### config.mk
export PLATFORM = sky130hd
export DESIGN_NAME = dyn_branch_predictor_flat
export DESIGN_NICKNAME = d
export VERILOG_FILES = /design/src/rtl/dyn_branch_predictor_if.sv /design/src/rtl/dyn_branch_predictor.sv /design/src/flat_wrapper.sv
export SDC_FILE = /design/constraint.sdc
export NUM_CORES = 2
export LEC_CHECK = 0
export CAP_MARGIN = 30
export CORE_AREA = 3 3 511 513
export CTS_CLUSTER_SIZE = 25
export DETAILED_ROUTE_END_ITERATION = 10
export DIE_AREA = 0 0 514 516
export PLACE_DENSITY_LB_ADDON = 0.12
export REMOVE_ABC_BUFFERS = 1
export SYNTH_ARGS = -nofsm -noshare
export SYNTH_HDL_FRONTEND = slang
export SYNTH_SLANG_ARGS = --single-unit
### constraint.sdc
create_clock -name clk -period 4.2 [get_ports clk]
set_clock_uncertainty 0.2 [all_clocks]
set_input_delay 0.42 -clock clk [delete_from_list [all_inputs] [get_ports clk]]
set_output_delay 0.42 -clock clk [all_outputs]
set_load 0.05 [all_outputs]
### src/rtl/dyn_branch_predictor_if.sv
// Pipeline-side bundle for the dynamic branch predictor: F/D/E instruction slots,
// E-stage resolution inputs, and the PC-mux/prediction/perf outputs.
interface dyn_branch_predictor_if #(
    parameter int PERF_W = 32
);
    logic              stall_in;
    logic [31:0]       pc_F;
    logic [31:0]       instF;
    logic              killF;
    logic [31:0]       pc_E;
    logic [31:0]       instE;
    logic              killE;
    logic [31:0]       instD;
    logic              killD;
    logic              taken_E;
    logic [31:0]       target_E;
    logic              pred_taken_E;
    logic [31:0]       pred_target_E;
    logic [2:0]        pcmux_sel_out;
    logic              pred_taken_F;
    logic [31:0]       pred_target_F;
    logic              predict_fail;
    logic              stall_out;
    logic [PERF_W-1:0] perf_branches;
    logic [PERF_W-1:0] perf_mispredicts;

    modport master (
        output stall_in, pc_F, instF, killF, pc_E, instE, killE, instD, killD,
        output taken_E, target_E, pred_taken_E, pred_target_E,
        input  pcmux_sel_out, pred_taken_F, pred_target_F, predict_fail,
        input  stall_out, perf_branches, perf_mispredicts
    );

    modport slave (
        input  stall_in, pc_F, instF, killF, pc_E, instE, killE, instD, killD,
        input  taken_E, target_E, pred_taken_E, pred_target_E,
        output pcmux_sel_out, pred_taken_F, pred_target_F, predict_fail,
        output stall_out, perf_branches, perf_mispredicts
    );
endinterface

### src/rtl/dyn_branch_predictor.sv
// Dynamic branch predictor: 2-bit counters plus tagged BTB predict B-type branches at F,
// E resolves/corrects mispredicts and trains the tables; saturating perf counters.
module dyn_branch_predictor #(
    parameter int         IDX_W          = 6,
    parameter int         TAG_W          = 8,
    parameter logic [1:0] CNT_INIT       = 2'b01,
    parameter bit         ENABLE_DYNAMIC = 1'b1,
    parameter int         PERF_W         = 32
) (
    input  logic                  clk,
    input  logic                  rst_n,
    dyn_branch_predictor_if.slave bus
);

    localparam int         ENTRIES     = 1 << IDX_W;
    localparam logic [4:0] OP_B        = 5'b11000;
    localparam logic [4:0] OP_JAL      = 5'b11011;
    localparam logic [4:0] OP_JALR     = 5'b11001;
    localparam logic [2:0] SEL_PC4     = 3'd0;
    localparam logic [2:0] SEL_JAL     = 3'd3;
    localparam logic [2:0] SEL_JALR    = 3'd4;
    localparam logic [2:0] SEL_TGT_E   = 3'd5;
    localparam logic [2:0] SEL_PRED    = 3'd6;
    localparam logic [2:0] SEL_RECOVER = 3'd7;

    logic [1:0]        cnt_q [ENTRIES];
    logic [1:0]        cnt_d [ENTRIES];
    logic [TAG_W-1:0]  tag_q [ENTRIES];
    logic [TAG_W-1:0]  tag_d [ENTRIES];
    logic [31:0]       tgt_q [ENTRIES];
    logic [31:0]       tgt_d [ENTRIES];
    logic [ENTRIES-1:0] valid_q, valid_d;
    logic [PERF_W-1:0] perf_br_q, perf_br_d;
    logic [PERF_W-1:0] perf_mis_q, perf_mis_d;

    logic [IDX_W-1:0]  idx_f, idx_e;
    logic [TAG_W-1:0]  tag_f, tag_e;
    logic              f_is_b, f_is_jal, d_is_jalr, e_is_b;
    logic              hit_f, pred_taken_f, e_valid, e_fail, update;
    logic [31:0]       pc_f_plus4;
    logic              unused_bits;

    assign idx_f = bus.pc_F[IDX_W+1:2];
    assign tag_f = bus.pc_F[IDX_W+TAG_W+1:IDX_W+2];
    assign idx_e = bus.pc_E[IDX_W+1:2];
    assign tag_e = bus.pc_E[IDX_W+TAG_W+1:IDX_W+2];

    assign f_is_b    = (bus.instF[6:2] == OP_B);
    assign f_is_jal  = (bus.instF[6:2] == OP_JAL);
    assign d_is_jalr = (bus.instD[6:2] == OP_JALR);
    assign e_is_b    = (bus.instE[6:2] == OP_B);

    assign unused_bits = ^{bus.instF[31:7], bus.instF[1:0], bus.instD[31:7], bus.instD[1:0],
                           bus.instE[31:7], bus.instE[1:0],
                           bus.pc_E[31:IDX_W+TAG_W+2], bus.pc_E[1:0]};

    // F-side lookup reads the registered tables only, so an E write lands a cycle later
    assign hit_f        = ENABLE_DYNAMIC && valid_q[idx_f] && (tag_q[idx_f] == tag_f)
                          && cnt_q[idx_f][1];
    assign pred_taken_f = hit_f && f_is_b && !bus.killF;
    assign pc_f_plus4   = bus.pc_F + 32'd4;

    assign e_valid = !bus.killE && e_is_b;
    assign e_fail  = (bus.taken_E != bus.pred_taken_E)
                   || (bus.taken_E && bus.pred_taken_E && (bus.target_E != bus.pred_target_E));
    assign update  = !bus.stall_in && e_valid;

    always_comb begin
        bus.pred_taken_F     = pred_taken_f;
        bus.pred_target_F    = pred_taken_f ? tgt_q[idx_f] : pc_f_plus4;
        bus.stall_out        = bus.stall_in;
        bus.perf_branches    = perf_br_q;
        bus.perf_mispredicts = perf_mis_q;
        bus.predict_fail     = 1'b0;
        bus.pcmux_sel_out    = SEL_PC4;
        if (bus.stall_in) begin
            bus.pcmux_sel_out = SEL_PC4;
        end else if (e_valid && e_fail) begin
            bus.predict_fail  = 1'b1;
            bus.pcmux_sel_out = bus.taken_E ? SEL_TGT_E : SEL_RECOVER;
        end else if (!bus.killD && d_is_jalr) begin
            bus.pcmux_sel_out = SEL_JALR;
        end else if (!bus.killF) begin
            if (f_is_b && pred_taken_f) begin
                bus.pcmux_sel_out = SEL_PRED;
            end else if (f_is_jal) begin
                bus.pcmux_sel_out = SEL_JAL;
            end
        end
    end

    always_comb begin
        cnt_d      = cnt_q;
        tag_d      = tag_q;
        tgt_d      = tgt_q;
        valid_d    = valid_q;
        perf_br_d  = perf_br_q;
        perf_mis_d = perf_mis_q;
        if (update) begin
            if (perf_br_q != '1) begin
                perf_br_d = perf_br_q + PERF_W'(1);
            end
            if (e_fail && (perf_mis_q != '1)) begin
                perf_mis_d = perf_mis_q + PERF_W'(1);
            end
            if (ENABLE_DYNAMIC) begin
                if (bus.taken_E) begin
                    if (cnt_q[idx_e] != 2'b11) begin
                        cnt_d[idx_e] = cnt_q[idx_e] + 2'b01;
                    end
                    valid_d[idx_e] = 1'b1;
                    tag_d[idx_e]   = tag_e;
                    tgt_d[idx_e]   = bus.target_E;
                end else if (cnt_q[idx_e] != 2'b00) begin
                    cnt_d[idx_e] = cnt_q[idx_e] - 2'b01;
                end
            end
        end
    end

    always_ff @(posedge clk or negedge rst_n) begin
        if (!rst_n) begin
            for (int i = 0; i < ENTRIES; i++) begin
                cnt_q[i] <= CNT_INIT;
                tag_q[i] <= '0;
                tgt_q[i] <= '0;
            end
            valid_q    <= '0;
            perf_br_q  <= '0;
            perf_mis_q <= '0;
        end else begin
            cnt_q      <= cnt_d;
            tag_q      <= tag_d;
            tgt_q      <= tgt_d;
            valid_q    <= valid_d;
            perf_br_q  <= perf_br_d;
            perf_mis_q <= perf_mis_d;
        end
    end

endmodule

### src/flat_wrapper.sv
// flat-port wrapper written by rule: the top's interface ports become plain ports
module dyn_branch_predictor_flat 
#(
    parameter int         IDX_W          = 6,
    parameter int         TAG_W          = 8,
    parameter logic [1:0] CNT_INIT       = 2'b01,
    parameter bit         ENABLE_DYNAMIC = 1'b1,
    parameter int         PERF_W         = 32
)
  (clk, rst_n, bus_stall_in, bus_pc_F, bus_instF, bus_killF, bus_pc_E, bus_instE, bus_killE, bus_instD, bus_killD, bus_taken_E, bus_target_E, bus_pred_taken_E, bus_pred_target_E, bus_pcmux_sel_out, bus_pred_taken_F, bus_pred_target_F, bus_predict_fail, bus_stall_out, bus_perf_branches, bus_perf_mispredicts);
  dyn_branch_predictor_if #(.PERF_W(PERF_W)) bus_i ();
  input  logic clk;
  input  logic rst_n;
  input wire logic [$bits(bus_i.stall_in)-1:0] bus_stall_in;
  input wire logic [$bits(bus_i.pc_F)-1:0] bus_pc_F;
  input wire logic [$bits(bus_i.instF)-1:0] bus_instF;
  input wire logic [$bits(bus_i.killF)-1:0] bus_killF;
  input wire logic [$bits(bus_i.pc_E)-1:0] bus_pc_E;
  input wire logic [$bits(bus_i.instE)-1:0] bus_instE;
  input wire logic [$bits(bus_i.killE)-1:0] bus_killE;
  input wire logic [$bits(bus_i.instD)-1:0] bus_instD;
  input wire logic [$bits(bus_i.killD)-1:0] bus_killD;
  input wire logic [$bits(bus_i.taken_E)-1:0] bus_taken_E;
  input wire logic [$bits(bus_i.target_E)-1:0] bus_target_E;
  input wire logic [$bits(bus_i.pred_taken_E)-1:0] bus_pred_taken_E;
  input wire logic [$bits(bus_i.pred_target_E)-1:0] bus_pred_target_E;
  output wire logic [$bits(bus_i.pcmux_sel_out)-1:0] bus_pcmux_sel_out;
  output wire logic [$bits(bus_i.pred_taken_F)-1:0] bus_pred_taken_F;
  output wire logic [$bits(bus_i.pred_target_F)-1:0] bus_pred_target_F;
  output wire logic [$bits(bus_i.predict_fail)-1:0] bus_predict_fail;
  output wire logic [$bits(bus_i.stall_out)-1:0] bus_stall_out;
  output wire logic [$bits(bus_i.perf_branches)-1:0] bus_perf_branches;
  output wire logic [$bits(bus_i.perf_mispredicts)-1:0] bus_perf_mispredicts;
  assign bus_i.stall_in = bus_stall_in;
  assign bus_i.pc_F = bus_pc_F;
  assign bus_i.instF = bus_instF;
  assign bus_i.killF = bus_killF;
  assign bus_i.pc_E = bus_pc_E;
  assign bus_i.instE = bus_instE;
  assign bus_i.killE = bus_killE;
  assign bus_i.instD = bus_instD;
  assign bus_i.killD = bus_killD;
  assign bus_i.taken_E = bus_taken_E;
  assign bus_i.target_E = bus_target_E;
  assign bus_i.pred_taken_E = bus_pred_taken_E;
  assign bus_i.pred_target_E = bus_pred_target_E;
  assign bus_pcmux_sel_out = bus_i.pcmux_sel_out;
  assign bus_pred_taken_F = bus_i.pred_taken_F;
  assign bus_pred_target_F = bus_i.pred_target_F;
  assign bus_predict_fail = bus_i.predict_fail;
  assign bus_stall_out = bus_i.stall_out;
  assign bus_perf_branches = bus_i.perf_branches;
  assign bus_perf_mispredicts = bus_i.perf_mispredicts;
  dyn_branch_predictor #(.IDX_W(IDX_W), .TAG_W(TAG_W), .CNT_INIT(CNT_INIT), .ENABLE_DYNAMIC(ENABLE_DYNAMIC), .PERF_W(PERF_W)) u_core (.clk(clk), .rst_n(rst_n), .bus(bus_i));
endmodule
; ---- Yosys cells after proc, flatten, opt, wreduce, memory -nomap -nowiden
; Index checks and enable logic that the tools add are counted.
[totals]
word_cells = 284
input_bits = 232
regBits = 2816
[classes]
reduce_logical = 25
muxes = 39
n_bitwise = 3
n_eq_ne = 11
order_cmp = 6
n_addsub = 5
[ops]
columns = operator, n
row1 = 2048-bit bitwise mux, 1
row2 = 512-bit bitwise mux, 1
row3 = 128-bit 2-to-1 mux, 3
row4 = 128-bit bitwise mux, 2
row5 = 32-bit binary-select mux with 6-bit select, 1
row6 = 32-bit demux with 6-bit select, 1
row7 = 32-bit 2-to-1 mux, 4
row8 = 32-bit by 1-bit adder with 32-bit output (second input constant), 2
row9 = 32-bit inequality test (second input constant), 2
row10 = 64-bit bitwise OR, 1
row11 = 8-bit binary-select mux with 6-bit select, 1
row12 = 8-bit demux with 6-bit select, 1
row13 = 32-bit by 3-bit adder with 32-bit output (second input constant), 1
row14 = 32-bit inequality test, 1
row15 = 2-bit binary-select mux with 6-bit select, 2
row16 = 8-bit 2-to-1 mux, 3
row17 = 5-bit == test (second input constant), 4
row18 = 3-bit 2-to-1 mux, 5
row19 = 7-bit greater-or-equal comparator (second input constant), 2
row20 = 1-bit logical AND, 14
row21 = 6-bit by 7-bit < comparator with 1-bit output (second input constant), 2
row22 = 2-bit 2-to-1 mux, 7
row23 = 6-bit NOT with 7-bit output, 2
row24 = 2-bit demux with 6-bit select, 1
row25 = other kinds (16), 25

; ---- Longest topological paths before layout
[depth]
word_depth = 15
depth_mapped = 18
depth_no_buf = 14

; ---- Worst setup path before layout
; Ideal clock, no wire load.
[synth_path]
path_kind = input to output
from = input bus_pc_F[3]
to = output bus_pcmux_sel_out[1]
cell_stages = 12
slack_ns = -0.384
arrival_time_ns = 3.964
path_buffers = 4
cell_sequence = buf_4 -> buf_2 -> buf_2 -> buf_2 -> mux4_2 -> a22oi_1 -> nand2_1 -> a32oi_1 -> xor2_1 -> nand4_1 -> o41a_1 -> a211oi_1
[synth_via]
elab_chain_cells = 15
word_cells_on_any_way = 20
[synth_rtl]
columns = item, line
row1 = from (decl), flat_wrapper.sv:15  ; input wire logic [$bits(bus_i.pc_F)-1:0] bus_pc_F;
row2 = 6-bit NOT with 7-bit output (implied by the code), "dyn_branch_predictor.sv:58, dyn_branch_predictor.sv:59"
row3 = 8-bit binary-select mux with 6-bit select, dyn_branch_predictor.sv:58  ; assign hit_f = ENABLE_DYNAMIC && valid_q[idx_f] && (tag_q[idx_f] == tag_f)
row4 = 8-bit 2-to-1 mux (implied by the code) (2 in series), dyn_branch_predictor.sv:58
row5 = 8-bit == test, dyn_branch_predictor.sv:58
row6 = 1-bit logical AND, dyn_branch_predictor.sv:58
row7 = 1-bit logical AND *, dyn_branch_predictor.sv:59  ; && cnt_q[idx_f][1];
row8 = 1-bit logical AND * (2 in series), dyn_branch_predictor.sv:60  ; assign pred_taken_f = hit_f && f_is_b && !bus.killF;
row9 = 1-bit logical AND *, dyn_branch_predictor.sv:84  ; if (f_is_b && pred_taken_f) begin
row10 = 3-bit 2-to-1 mux *, dyn_branch_predictor.sv:84
row11 = 3-bit 2-to-1 mux *, dyn_branch_predictor.sv:83  ; end else if (!bus.killF) begin
row12 = 3-bit 2-to-1 mux *, dyn_branch_predictor.sv:81  ; end else if (!bus.killD && d_is_jalr) begin
row13 = 3-bit 2-to-1 mux *, dyn_branch_predictor.sv:78  ; end else if (e_valid && e_fail) begin
row14 = 3-bit 2-to-1 mux *, dyn_branch_predictor.sv:76  ; if (bus.stall_in) begin
row15 = to (decl), flat_wrapper.sv:27  ; output wire logic [$bits(bus_i.pcmux_sel_out)-1:0] bus_pcmux_sel_out;
; Every way passes the cells marked *; elsewhere a longest branch is shown, timed or not. The select of a mux whose other input is x is not followed.

; ---- Worst setup path in the final report
[layout_path]
from = register u_core.tag_q[481] in the netlist's numbering
to = output bus_pred_target_F[19]
[layout_via]
elab_chain_cells = 9
[layout_rtl]
columns = item, line
row1 = from (decl), dyn_branch_predictor.sv:28  ; logic [TAG_W-1:0] tag_q [ENTRIES];
row2 = from (signal assigned), dyn_branch_predictor.sv:133  ; tag_q <= tag_d;
row3 = 8-bit binary-select mux with 6-bit select, dyn_branch_predictor.sv:58
row4 = 8-bit 2-to-1 mux (implied by the code) (2 in series), dyn_branch_predictor.sv:58
row5 = 8-bit == test, dyn_branch_predictor.sv:58
row6 = 1-bit logical AND, dyn_branch_predictor.sv:58
row7 = 1-bit logical AND, dyn_branch_predictor.sv:59
row8 = 1-bit logical AND (2 in series), dyn_branch_predictor.sv:60
row9 = 32-bit 2-to-1 mux, dyn_branch_predictor.sv:70  ; bus.pred_target_F = pred_taken_f ? tgt_q[idx_f] : pc_f_plus4;
row10 = to (decl), flat_wrapper.sv:29  ; output wire logic [$bits(bus_i.pred_target_F)-1:0] bus_pred_target_F;
; Every way passes these cells. The select of a mux whose other input is x is not followed.

==> results_dict.tcl <==
set metrics [dict create \
    status "finished, violations left" \
    violations "setup timing" \
    final_cell_mix "dfrtp_1, mux2_2, mux4_2, buf_4, clkbuf_16" \
    cts_max_level 5 \
    finalSetupViolCount 35 \
    tritoncts "built" \
    cts_buffers 318 \
    yosys_warnings 0 \
    reg2reg_depth 14 \
    netlist_top_cells_area "dfrtp_1, mux2_2, mux4_2, clkbuf_1, dfstp_2" \
    synth-edff-count 0 \
    antenna_found_initial 14 \
    worstHoldPathType "in2reg" \
    cts_sinks 2816 \
    cts_buffer_depth 4 \
    grt_max_degree 173 \
    grt_pass1_vias 80500 \
    grt_usage 0.308 \
    grt_overflow 0 \
    p_per_area_nw_per_um2 389 \
    maxSlewViolCount 0 \
    syn_inst 8176 \
    endpoint_kind "primary output" \
    post-route-min-period_ps 4990 \
    total_power_mw 58.3 \
    fp-row-count 186 \
    fmax_mhz 200 \
    met3_wirelength_microns 24300 \
    critPathLaunchType "flip-flop" \
    fillerInstances 19600 \
    cts_root_buffer "clkbuf_16" \
    syn_avg_cell_area_sq_um 15.7 \
    maxCapViolCount 0 \
    min_period_over_period 1.19 \
    fin_util 0.584 \
    cellLeakagePower_nw 71.1 \
    setup_slack_ps -791 \
    gp_congestion 0.850 \
    dr.pass1.iters 5 \
    hpwl_microns 250000 \
    portBuffers 234 \
    die_area_sq_um 265000 \
    routed_wl_microns 406000 \
    io_pins 334 \
    wl_met2_microns 190000 \
    worst_slew_pin_slew_ps 955 \
    arrival_ps 4370 \
    fin_nets 8801 \
    vias 76500 \
    start_util 0.500 \
    finalHoldViolations 0 \
    worstPathMaxFanout 5 \
    hold_start "bus_target_E[18]" \
    hold_path_end "u_core.tgt_q[1106]" \
    m1WireLength_microns 172000 \
    rsz0062_at_grt "true" \
    area_growth_pct 16.8 \
    wl_per_cell_microns 33.3 \
    yosys.area.top_type_share 0.536 \
    grt_pass1_wl_microns 589000 \
    drt-initial-drc-count 6514 \
    top_layer_used "met5" \
    timing.rr.end "u_core.cnt_q[23]" \
    async_flop_share 1.00 \
    path_class "reg2out" \
    ant_nets 0 \
    vdd_drop_max_uv 507 \
    maxSlewHeadroom 0.363 \
    reg2reg_from "u_core.cnt_q[41]" \
    ys_ff_latch 2816 \
    vias_per_cell 6.29 \
    ys_seq_area_frac 0.549 \
    yosysUniqueCellTypes 73 \
    reg2reg_slack_ps 410 \
    fin_setup_tns_ps -23920 \
    core_sq_um 257000 \
    final_common_cell "dfrtp_1" \
    die_w_microns 514 \
    yosys.area.top_type "dfrtp_1" \
    critPathRequiredTime_ps 3580 \
    synth_flop_cell "dfrtp_1" \
    drcViolationCount 0 \
    chipHeight_microns 516 \
    clock_latency_ps 920 \
    syn-cell-area_sq_um 128000 \
    drive_gt1_frac 0.557 \
    hold_depth 3 \
    clkTransAtPathRegs_ps 60 \
    pre_cts_ws_ps -902 \
]
[worst max-delay path: stages (launching register included)]
cell	delay (ps)
dfrtp_1	380
mux4_2	510
a221oi_4	310
a221oi_4	130
a311oi_2	220
buf_4	180
xor2_4	230
nand4_1	190
nor3_4	200
buf_12	160
buf_16	160
buf_12	130
clkbuf_16	140
mux2_4	310
buf_8	150
[per-layer routing]
metal / vias to the layer above / GRT usage
met5: - / 0
met2: 2505 / 0.484
met4: 2 / 0.125
li1: 31100 / -
met3: 753 / 0.0543
met1: 42200 / 0.428
[cells in the mapped netlist, drive strengths merged, types with 19 or more instances]
library cell     n
nor3            22
nand2          159
mux4           765
mux2          2723
mux2i           60
xnor2           90
a22oi           59
or2             67
dfstp           64
a221oi          30
a21oi           23
clkbuf         635
dfrtp         2752
buf            161
nor2           161
xor2            40
nand4           37
o21ai           47
a31oi           19
nand3           69
[stage by stage]
stage	cells	instance area, sq um	hold WS (ps)
final	12200	150000	56.0
after global routing	12200	150000	57.5
after CTS	12200	150000	7.28
after detailed placement	11600	139000	146
after global placement	11600	139000	156
after floorplan	7380	125000	-75.6
[area by class of cell]
cell class / count / area, sq um / share of cell area
diodes: 4 / 10.0 / 0.0000667
clock inverters: 75 / 1020 / 0.00677
multi-input cells: 4546 / 55300 / 0.369
clock buffers: 471 / 9430 / 0.0629
flip-flops and latches: 2816 / 70500 / 0.470
inverters: 18 / 75.1 / 0.000500
well taps: 3384 / 4230 / 0.0282
repair buffers: 863 / 9390 / 0.0626
[logic make-up after synthesis]
kind of cell	Yosys count	synth area share
AOI/OAI and AO/OA	261	0.0146
and+or+nand+nor	601	0.0228
adders and majority gates	6	0.000584
muxes	3548	0.378
DFF	2816	0.549
xor gates and xnor gates	130	0.00887
buffers and inverters	814	0.0262
[worst max-delay path by stage]
stage / cells after the start / from / slack (ps) / end
after floorplan: 9 / bus_pc_F[5] / -4200 / bus_pcmux_sel_out[1]
after global placement: 13 / bus_pred_target_E[4] / -990 / bus_pcmux_sel_out[1]
after detailed placement: 14 / bus_pc_F[2] / -900 / bus_pred_target_F[27]
after CTS: 14 / u_core.tag_q[481] / -800 / bus_pred_target_F[26]
after global routing: 14 / u_core.tag_q[489] / -950 / bus_pred_target_F[14]
final: 14 / u_core.tag_q[481] / -790 / bus_pred_target_F[19]
[timing repair]
item                                    4_1_cts  5_1_grt
buffers inserted                              6        7
hold buffers                                  4        7
resized for setup                            82       30
hold endpoints to repair                   1367      447
endpoints found under the setup margin       37       35
cloned                                        1        1
pin swaps                                     9        2
[power by group]
part | internal (mW) | switching (mW) | leakage [nW]
combinational | 0.960 | 2.06 | 26.8
clock | 16.9 | 11.1 | 5.15
sequential | 27.2 | 0.0434 | 39.1
total | 45.1 | 13.2 | 71.1
[state kept, by name (all words and copies together) (netlist names), named ones only]
signal / flops
u_core.tgt_q: 2048
u_core.tag_q: 512
u_core.cnt_q: 64
u_core.valid_q: 64
u_core.bus.perf_branches: 32
u_core.bus.perf_mispredicts: 32
No activity file was read; power rests on OpenSTA's default activity.
